## config.mk

```make
export PLATFORM = sky130hd
export DESIGN_NAME = imem_loader
export DESIGN_NICKNAME = d
export VERILOG_FILES = /design/src/rtl/mips_pkg.sv /design/src/rtl/word_assembler.sv /design/src/rtl/imem_loader.sv
export SDC_FILE = /design/constraint.sdc
export NUM_CORES = 1
export LEC_CHECK = 0
export CAP_MARGIN = 20
export CORE_ASPECT_RATIO = 1.75
export CORE_MARGIN = 8
export CORE_UTILIZATION = 55
export CTS_BUF_LIST = sky130_fd_sc_hd__clkbuf_4
export DETAILED_ROUTE_END_ITERATION = 10
export GPL_TIMING_DRIVEN = 1
export PLACE_DENSITY = 0.92
export SLEW_MARGIN = 20
export SYNTH_ARGS = -nofsm -noshare
export SYNTH_HDL_FRONTEND = slang
export SYNTH_HIERARCHICAL = 1
export SYNTH_SLANG_ARGS = --single-unit
```

## constraint.sdc

```tcl
create_clock -name clk -period 2.6 [get_ports clk]
set_input_delay 0.65 -clock clk [delete_from_list [all_inputs] [get_ports clk]]
set_output_delay 0.65 -clock clk [all_outputs]
set_load 0.05 [all_outputs]
```

## src/rtl/mips_pkg.sv

```systemverilog
// Shared types and constants for the instruction-memory boot loader.
package mips_pkg;

   localparam int unsigned HDR_BYTES      = 2;
   localparam int unsigned CSUM_BYTES     = 1;
   localparam int unsigned BYTES_PER_WORD = 4;
   localparam int unsigned BYTE_IDX_W     = 2;
   localparam int unsigned WORD_W         = 32;
   localparam int unsigned CNT_W          = 16;

   typedef enum logic [2:0] {
      ST_IDLE   = 3'd0,
      ST_LEN_LO = 3'd1,
      ST_LEN_HI = 3'd2,
      ST_DATA   = 3'd3,
      ST_CSUM   = 3'd4,
      ST_DONE   = 3'd5,
      ST_ERR    = 3'd6
   } loader_state_e;

   // One imem write transaction
   typedef struct packed {
      logic [WORD_W-1:0] addr;
      logic [WORD_W-1:0] data;
   } imem_wr_t;

   // Total stream length in bytes for a program of n_words words
   function automatic int unsigned stream_bytes(input int unsigned n_words);
      return HDR_BYTES + n_words * BYTES_PER_WORD + CSUM_BYTES;
   endfunction

   // Byte address of word idx relative to base
   function automatic logic [WORD_W-1:0] word_addr(input logic [WORD_W-1:0] base,
                                                   input logic [CNT_W-1:0]  idx);
      return base + {14'd0, idx, 2'b00};
   endfunction

endpackage

```

## src/rtl/word_assembler.sv

```systemverilog
// Packs four little-endian bytes into a 32-bit word; the word is presented
// combinationally alongside the fourth byte so the caller can register it.
module word_assembler
   import mips_pkg::*;
(
   input  logic                  clk,
   input  logic                  rst_n,
   input  logic                  byte_valid,
   input  logic [7:0]            byte_in,
   input  logic [BYTE_IDX_W-1:0] byte_idx,
   output logic [WORD_W-1:0]     word_out_c,
   output logic                  word_done_c
);

   logic [23:0] lo_q, lo_d;

   // Capture bytes 0..2 in their lane; byte 3 is taken straight from the input
   always_comb begin
      lo_d = lo_q;
      if (byte_valid) begin
         case (byte_idx)
            2'd0:    lo_d[7:0]   = byte_in;
            2'd1:    lo_d[15:8]  = byte_in;
            2'd2:    lo_d[23:16] = byte_in;
            default: lo_d        = lo_q;
         endcase
      end
   end

   // Lane storage
   always_ff @(posedge clk or negedge rst_n) begin
      if (!rst_n) lo_q <= 24'd0;
      else        lo_q <= lo_d;
   end

   assign word_out_c  = {byte_in, lo_q};
   assign word_done_c = byte_valid && (byte_idx == 2'd3);

endmodule

```

## src/rtl/imem_loader.sv

```systemverilog
// Serial boot loader: receives a length-prefixed, XOR-checksummed program
// image, writes it into instruction memory and releases the CPU reset only
// after the checksum has been verified.
module imem_loader
   import mips_pkg::*;
#(
   parameter int unsigned MAX_WORDS = 256,
   parameter logic [31:0] BASE_ADDR = 32'h0000_0000
)(
   input  logic        clk,
   input  logic        rst_n,
   input  logic        rx_valid,
   input  logic [7:0]  rx_data,
   output logic        rx_ready,
   output logic        imem_we,
   output logic [31:0] imem_addr,
   output logic [31:0] imem_wdata,
   output logic        cpu_rst_n,
   output logic        done,
   output logic        err,
   output logic [15:0] words_loaded
);

   loader_state_e         state_q, state_d;
   logic                  rx_ready_q, rx_ready_d;
   logic [7:0]            len_lo_q, len_lo_d;
   logic [CNT_W-1:0]      len_q, len_d;
   logic [BYTE_IDX_W-1:0] byte_idx_q, byte_idx_d;
   logic [7:0]            csum_q, csum_d;
   logic [CNT_W-1:0]      words_loaded_q, words_loaded_d;
   imem_wr_t              wr_q, wr_d;
   logic                  imem_we_q, imem_we_d;
   logic                  cpu_rst_n_q, cpu_rst_n_d;
   logic                  done_q, done_d;
   logic                  err_q, err_d;

   logic                  accept_c;
   logic                  data_byte_c;
   logic [CNT_W-1:0]      len_full_c;
   logic [WORD_W-1:0]     word_c;
   logic                  word_done_c;

   assign accept_c    = rx_valid && rx_ready_q;
   assign data_byte_c = accept_c && (state_q == ST_DATA);
   assign len_full_c  = {rx_data, len_lo_q};

   word_assembler u_word_asm (
      .clk         (clk),
      .rst_n       (rst_n),
      .byte_valid  (data_byte_c),
      .byte_in     (rx_data),
      .byte_idx    (byte_idx_q),
      .word_out_c  (word_c),
      .word_done_c (word_done_c)
   );

   // Next-state, counters, checksum and registered-output computation
   always_comb begin
      state_d        = state_q;
      len_lo_d       = len_lo_q;
      len_d          = len_q;
      byte_idx_d     = byte_idx_q;
      csum_d         = csum_q;
      words_loaded_d = words_loaded_q;
      wr_d           = wr_q;
      imem_we_d      = 1'b0;

      case (state_q)
         ST_IDLE: begin
            state_d = ST_LEN_LO;
         end
         ST_LEN_LO: begin
            if (accept_c) begin
               len_lo_d = rx_data;
               state_d  = ST_LEN_HI;
            end
         end
         ST_LEN_HI: begin
            if (accept_c) begin
               len_d = len_full_c;
               if (32'(len_full_c) > MAX_WORDS) state_d = ST_ERR;
               else if (len_full_c == 16'd0)    state_d = ST_CSUM;
               else                             state_d = ST_DATA;
            end
         end
         ST_DATA: begin
            if (accept_c) begin
               csum_d     = csum_q ^ rx_data;
               byte_idx_d = byte_idx_q + 2'd1;
               if (word_done_c) begin
                  imem_we_d      = 1'b1;
                  wr_d.addr      = word_addr(BASE_ADDR, words_loaded_q);
                  wr_d.data      = word_c;
                  words_loaded_d = words_loaded_q + 16'd1;
                  if ((words_loaded_q + 16'd1) == len_q) state_d = ST_CSUM;
               end
            end
         end
         ST_CSUM: begin
            if (accept_c) begin
               state_d = (rx_data == csum_q) ? ST_DONE : ST_ERR;
            end
         end
         ST_DONE: state_d = ST_DONE;
         ST_ERR:  state_d = ST_ERR;
         default: state_d = ST_ERR;
      endcase

      rx_ready_d  = (state_d == ST_LEN_LO) || (state_d == ST_LEN_HI) ||
                    (state_d == ST_DATA)   || (state_d == ST_CSUM);
      done_d      = (state_d == ST_DONE);
      err_d       = (state_d == ST_ERR);
      cpu_rst_n_d = (state_d == ST_DONE);
   end

   // State and output registers
   always_ff @(posedge clk or negedge rst_n) begin
      if (!rst_n) begin
         state_q        <= ST_IDLE;
         rx_ready_q     <= 1'b0;
         len_lo_q       <= 8'd0;
         len_q          <= 16'd0;
         byte_idx_q     <= 2'd0;
         csum_q         <= 8'd0;
         words_loaded_q <= 16'd0;
         wr_q           <= '{addr: BASE_ADDR, data: 32'd0};
         imem_we_q      <= 1'b0;
         cpu_rst_n_q    <= 1'b0;
         done_q         <= 1'b0;
         err_q          <= 1'b0;
      end else begin
         state_q        <= state_d;
         rx_ready_q     <= rx_ready_d;
         len_lo_q       <= len_lo_d;
         len_q          <= len_d;
         byte_idx_q     <= byte_idx_d;
         csum_q         <= csum_d;
         words_loaded_q <= words_loaded_d;
         wr_q           <= wr_d;
         imem_we_q      <= imem_we_d;
         cpu_rst_n_q    <= cpu_rst_n_d;
         done_q         <= done_d;
         err_q          <= err_d;
      end
   end

   assign rx_ready     = rx_ready_q;
   assign imem_we      = imem_we_q;
   assign imem_addr    = wr_q.addr;
   assign imem_wdata   = wr_q.data;
   assign cpu_rst_n    = cpu_rst_n_q;
   assign done         = done_q;
   assign err          = err_q;
   assign words_loaded = words_loaded_q;

endmodule

```

==> metrics <==
Tightest Hold Check Type in -> async; synthesis-stage register bit count 129; TritonCTS Buffers 17; maximum cell stage delay along the critical path 0.86 ns; total clock sinks 129; antenna violations before repair 2; Pwr per Cell Area 734 nW/µm²; per-instance average area after synthesis 10.7 µm²; crit-path max FO 4; total placed cells including tap cells 769; GRT Max-Usage Layer met2; R2R Setup Slk 0.09 ns; Worst EP arrival 1.89 ns; Chip Width 94.3 µm; top cell type by total area after synthesis sky130_fd_sc_hd__dfrtp_1; final slew viol count 0; Area contributors post-synth sky130_fd_sc_hd__dfrtp_1 (55%), sky130_fd_sc_hd__nand2_1 (11%), sky130_fd_sc_hd__mux2_2 (9.4%); number of placement rows 50; unrepaired setup endpoints after global routing false; net count reported at finish 670; cell family with most CP delay buffers and inverters; minimum clock period after layout 2.54 ns; detailed placer's ending HPWL 11000 µm; depth of the worst register-to-register path 7; status finished clean; core area 10600 µm²; global-route track usage on met2 38.0%; register cell area after layout 3230 µm²; post-CTS clock slew at the launch and capture registers of the worst setup and hold paths 0.11 ns; CP cell instances clkdlybuf4s50_1; die height 153 µm; Post-route DRC 0; drt via density 5.52; nature of the critical path endpoint output port; number of global-route vias before repair 4685; slowest stage cell on the critical path sky130_fd_sc_hd__clkdlybuf4s50_1; clock tree root driver cell sky130_fd_sc_hd__clkbuf_4; CP startpoint words_loaded[15]$_DFFE_PN0P_; top-level I/O count 96; worst clock skew 0.0165 ns; Die Outline Area 14400 µm²; number of port buffers 79; M3 GR Usage 5.20%; fraction of final layout cells with drive strength greater than 1 20.9%; gr usage total 21.3%; startpoint of the lowest-slack register-to-register path words_loaded[3]$_DFFE_PN0P_; Post-Route Utilization 68.4%; DR iter-0 viols 221; reported max-cap violation count 0; Cells after Synth 551; share of flip-flops with an asynchronous set or reset 100%; destination of the worst register-to-register timing path rx_ready$_DFF_PN0_; cts hold-fix bufs 0; largest net degree at the start of global routing 58; buffering stage count on the worst path with inverters included 1; overall routed net length 14800 µm; most common cell in the netlist sky130_fd_sc_hd__nand2_1; H-tree depth 4; Area Overhead vs Synth 22.7%; Final Power 5310 µW; final global-route overflow total 0; sequential fraction of the synthesis area 54.8%; leakage power of the design 0.00357 µW; Initial Utilization 55.7%; number of iterations in the first detailed-routing pass 4; number of library cell types mapped by synthesis 55; final clock period utilization by the worst path 97.8%; worst-case clock buffer depth 2; Synth top cells by count sky130_fd_sc_hd__nand2_1 (168), sky130_fd_sc_hd__dfrtp_1 (129), sky130_fd_sc_hd__mux2_2 (49); detailed-route wire length per cell 18.5 µm; final hold slack 0.0435 ns; Yosys warning count 6; Slew Limit Headroom 64.5%; post-synth design cell area 5890 µm²; post-placement setup slack -0.382 ns; peak ir drop on the vdd network 445 µV; Antenna Violating Nets Remaining 0; slew at the pin closest to its max-slew limit 0.530 ns; clk_lat worst skew 0.54 ns; top cell type's share of synthesized area 54.8%; TritonCTS clock tree yes; Final WS setup 0.0572 ns; element type at the critical path start register; final RePlAce weighted congestion 0.909; non-filler cells in the finished layout 801; Peak Freq 0.393 GHz; kind of critical path reg -> out; top_reg_cell synth sky130_fd_sc_hd__dfrtp_1; Hold Vio Cnt, Final 0; fill count 749; via count of the routed design 4422; Finish-stage setup viols 0; data required time of the worst path 1.95 ns; wire length of the first global-routing pass 23700 µm; area of the multi-input gates 2400 µm²; number of flops mapped to enable cells by yosys 0; met1 Usage GRT 21.6%
worst reg2reg max path: stages (launching register included):
cell	delay, ns
sky130_fd_sc_hd__dfrtp_1	0.54
sky130_fd_sc_hd__nand4_4	0.24
sky130_fd_sc_hd__o21a_1	0.25
sky130_fd_sc_hd__or4b_1	0.51
sky130_fd_sc_hd__a32oi_1	0.25
sky130_fd_sc_hd__nand4_1	0.18
sky130_fd_sc_hd__o21ai_2	0.20
sky130_fd_sc_hd__a21bo_1	0.23
report_power, final:
part | total [µW] | switching, µW | internal (µW) | leakage [µW]
Clock | 1460 | 677 | 782 | 0.000163
Sequential | 2780 | 371 | 2410 | 0.00171
Combinational | 1060 | 502 | 562 | 0.00169
metal layers:
layer | routed length [µm] | part of all wire [%]
met1 | 5150 | 35
met2 | 8170 | 55
met3 | 809 | 5.5
met4 | 650 | 4.4
met5 | 0 | 0
logic make-up (layout without fill, tap and decap cells):
kind of cell	Yosys count	count (layout)	share of synthesized area (%)
AOI/OAI and AO/OA	31	31	3.69
DFF	129	129	54.8
other	1	18	0.0636
and+or+nand+nor	242	242	19.3
muxes	49	49	9.36
xor gates and xnor gates	48	48	7.13
buffers and inverters	50	153	5.50
adders and majority gates	1	1	0.212
worst max path at each step:
stage | end | cells after the start
finish | words_loaded[15] | 1
global route | words_loaded[15] | 1
CTS | words_loaded[12] | 1
detailed placement | rx_ready$_DFF_PN0_ | 8
global placement | rx_ready$_DFF_PN0_ | 8
floorplan | words_loaded[1]$_DFFE_PN0P_ | 9
through the flow:
step                instance area (µm²)  TNS, ns
floorplan                          5950        0
global placement                   6920   -0.249
detailed placement                 6920    -1.15
CTS                                7210        0
global route                       7230        0
finish                             7230        0
flip-flops by register name, indices dropped and copies added (netlist names):
| register | cells |
|---|---|
| imem_wdata | 32 |
| u_word_asm/lo_q | 24 |
| imem_addr | 16 |
| len_q | 16 |
| words_loaded | 16 |
| csum_q | 8 |
| len_lo_q | 8 |
| state_q | 3 |
| byte_idx_q | 2 |
| done | 1 |
| err | 1 |
| imem_we | 1 |
| rx_ready | 1 |
area by class of cell:
| type | count | share of cell area [%] |
|---|---|---|
| Sequential cell | 129 | 44.7 |
| Tap cell | 130 | 2.25 |
| Timing Repair Buffer | 119 | 15.4 |
| Clock inverter | 9 | 1.94 |
| Antenna cell | 2 | 0.0692 |
| Inverter | 4 | 0.208 |
| Clock buffer | 21 | 2.18 |
| Multi-Input combinational cell | 387 | 33.3 |
repair_timing:
action                                 CTS  global route
setup endpoints to repair                8             5
resized for setup                        8             5
buffers inserted                         0             0
pin swaps                                0             1
endpoints found under the hold margin    0             0
layout by cell type, fill, tap and decap left out, types with 2 or more instances in the layout:
cell,count
sky130_fd_sc_hd__a21oi_1,4
sky130_fd_sc_hd__a31oi_1,3
sky130_fd_sc_hd__and2_2,2
sky130_fd_sc_hd__and2b_2,2
sky130_fd_sc_hd__and3_1,2
sky130_fd_sc_hd__and3_2,2
sky130_fd_sc_hd__buf_12,2
sky130_fd_sc_hd__buf_4,39
sky130_fd_sc_hd__bufinv_16,4
sky130_fd_sc_hd__clkbuf_4,21
sky130_fd_sc_hd__clkdlybuf4s50_1,66
sky130_fd_sc_hd__clkinv_1,4
sky130_fd_sc_hd__conb_1,16
sky130_fd_sc_hd__dfrtp_1,128
sky130_fd_sc_hd__diode_2,2
sky130_fd_sc_hd__dlygate4sd2_1,8
sky130_fd_sc_hd__dlymetal6s2s_1,4
sky130_fd_sc_hd__inv_1,3
sky130_fd_sc_hd__mux2_2,49
sky130_fd_sc_hd__nand2_1,167
sky130_fd_sc_hd__nand3_1,7
sky130_fd_sc_hd__nand3b_1,2
sky130_fd_sc_hd__nand3b_2,2
sky130_fd_sc_hd__nand4_1,8
sky130_fd_sc_hd__nor2_1,16
sky130_fd_sc_hd__nor3_1,8
sky130_fd_sc_hd__nor4_1,5
sky130_fd_sc_hd__nor4_2,2
sky130_fd_sc_hd__o2111ai_1,2
sky130_fd_sc_hd__o21ai_0,9
sky130_fd_sc_hd__or3_1,3
sky130_fd_sc_hd__xnor2_1,31
sky130_fd_sc_hd__xor2_1,17
(Power assumes the default switching activity.)
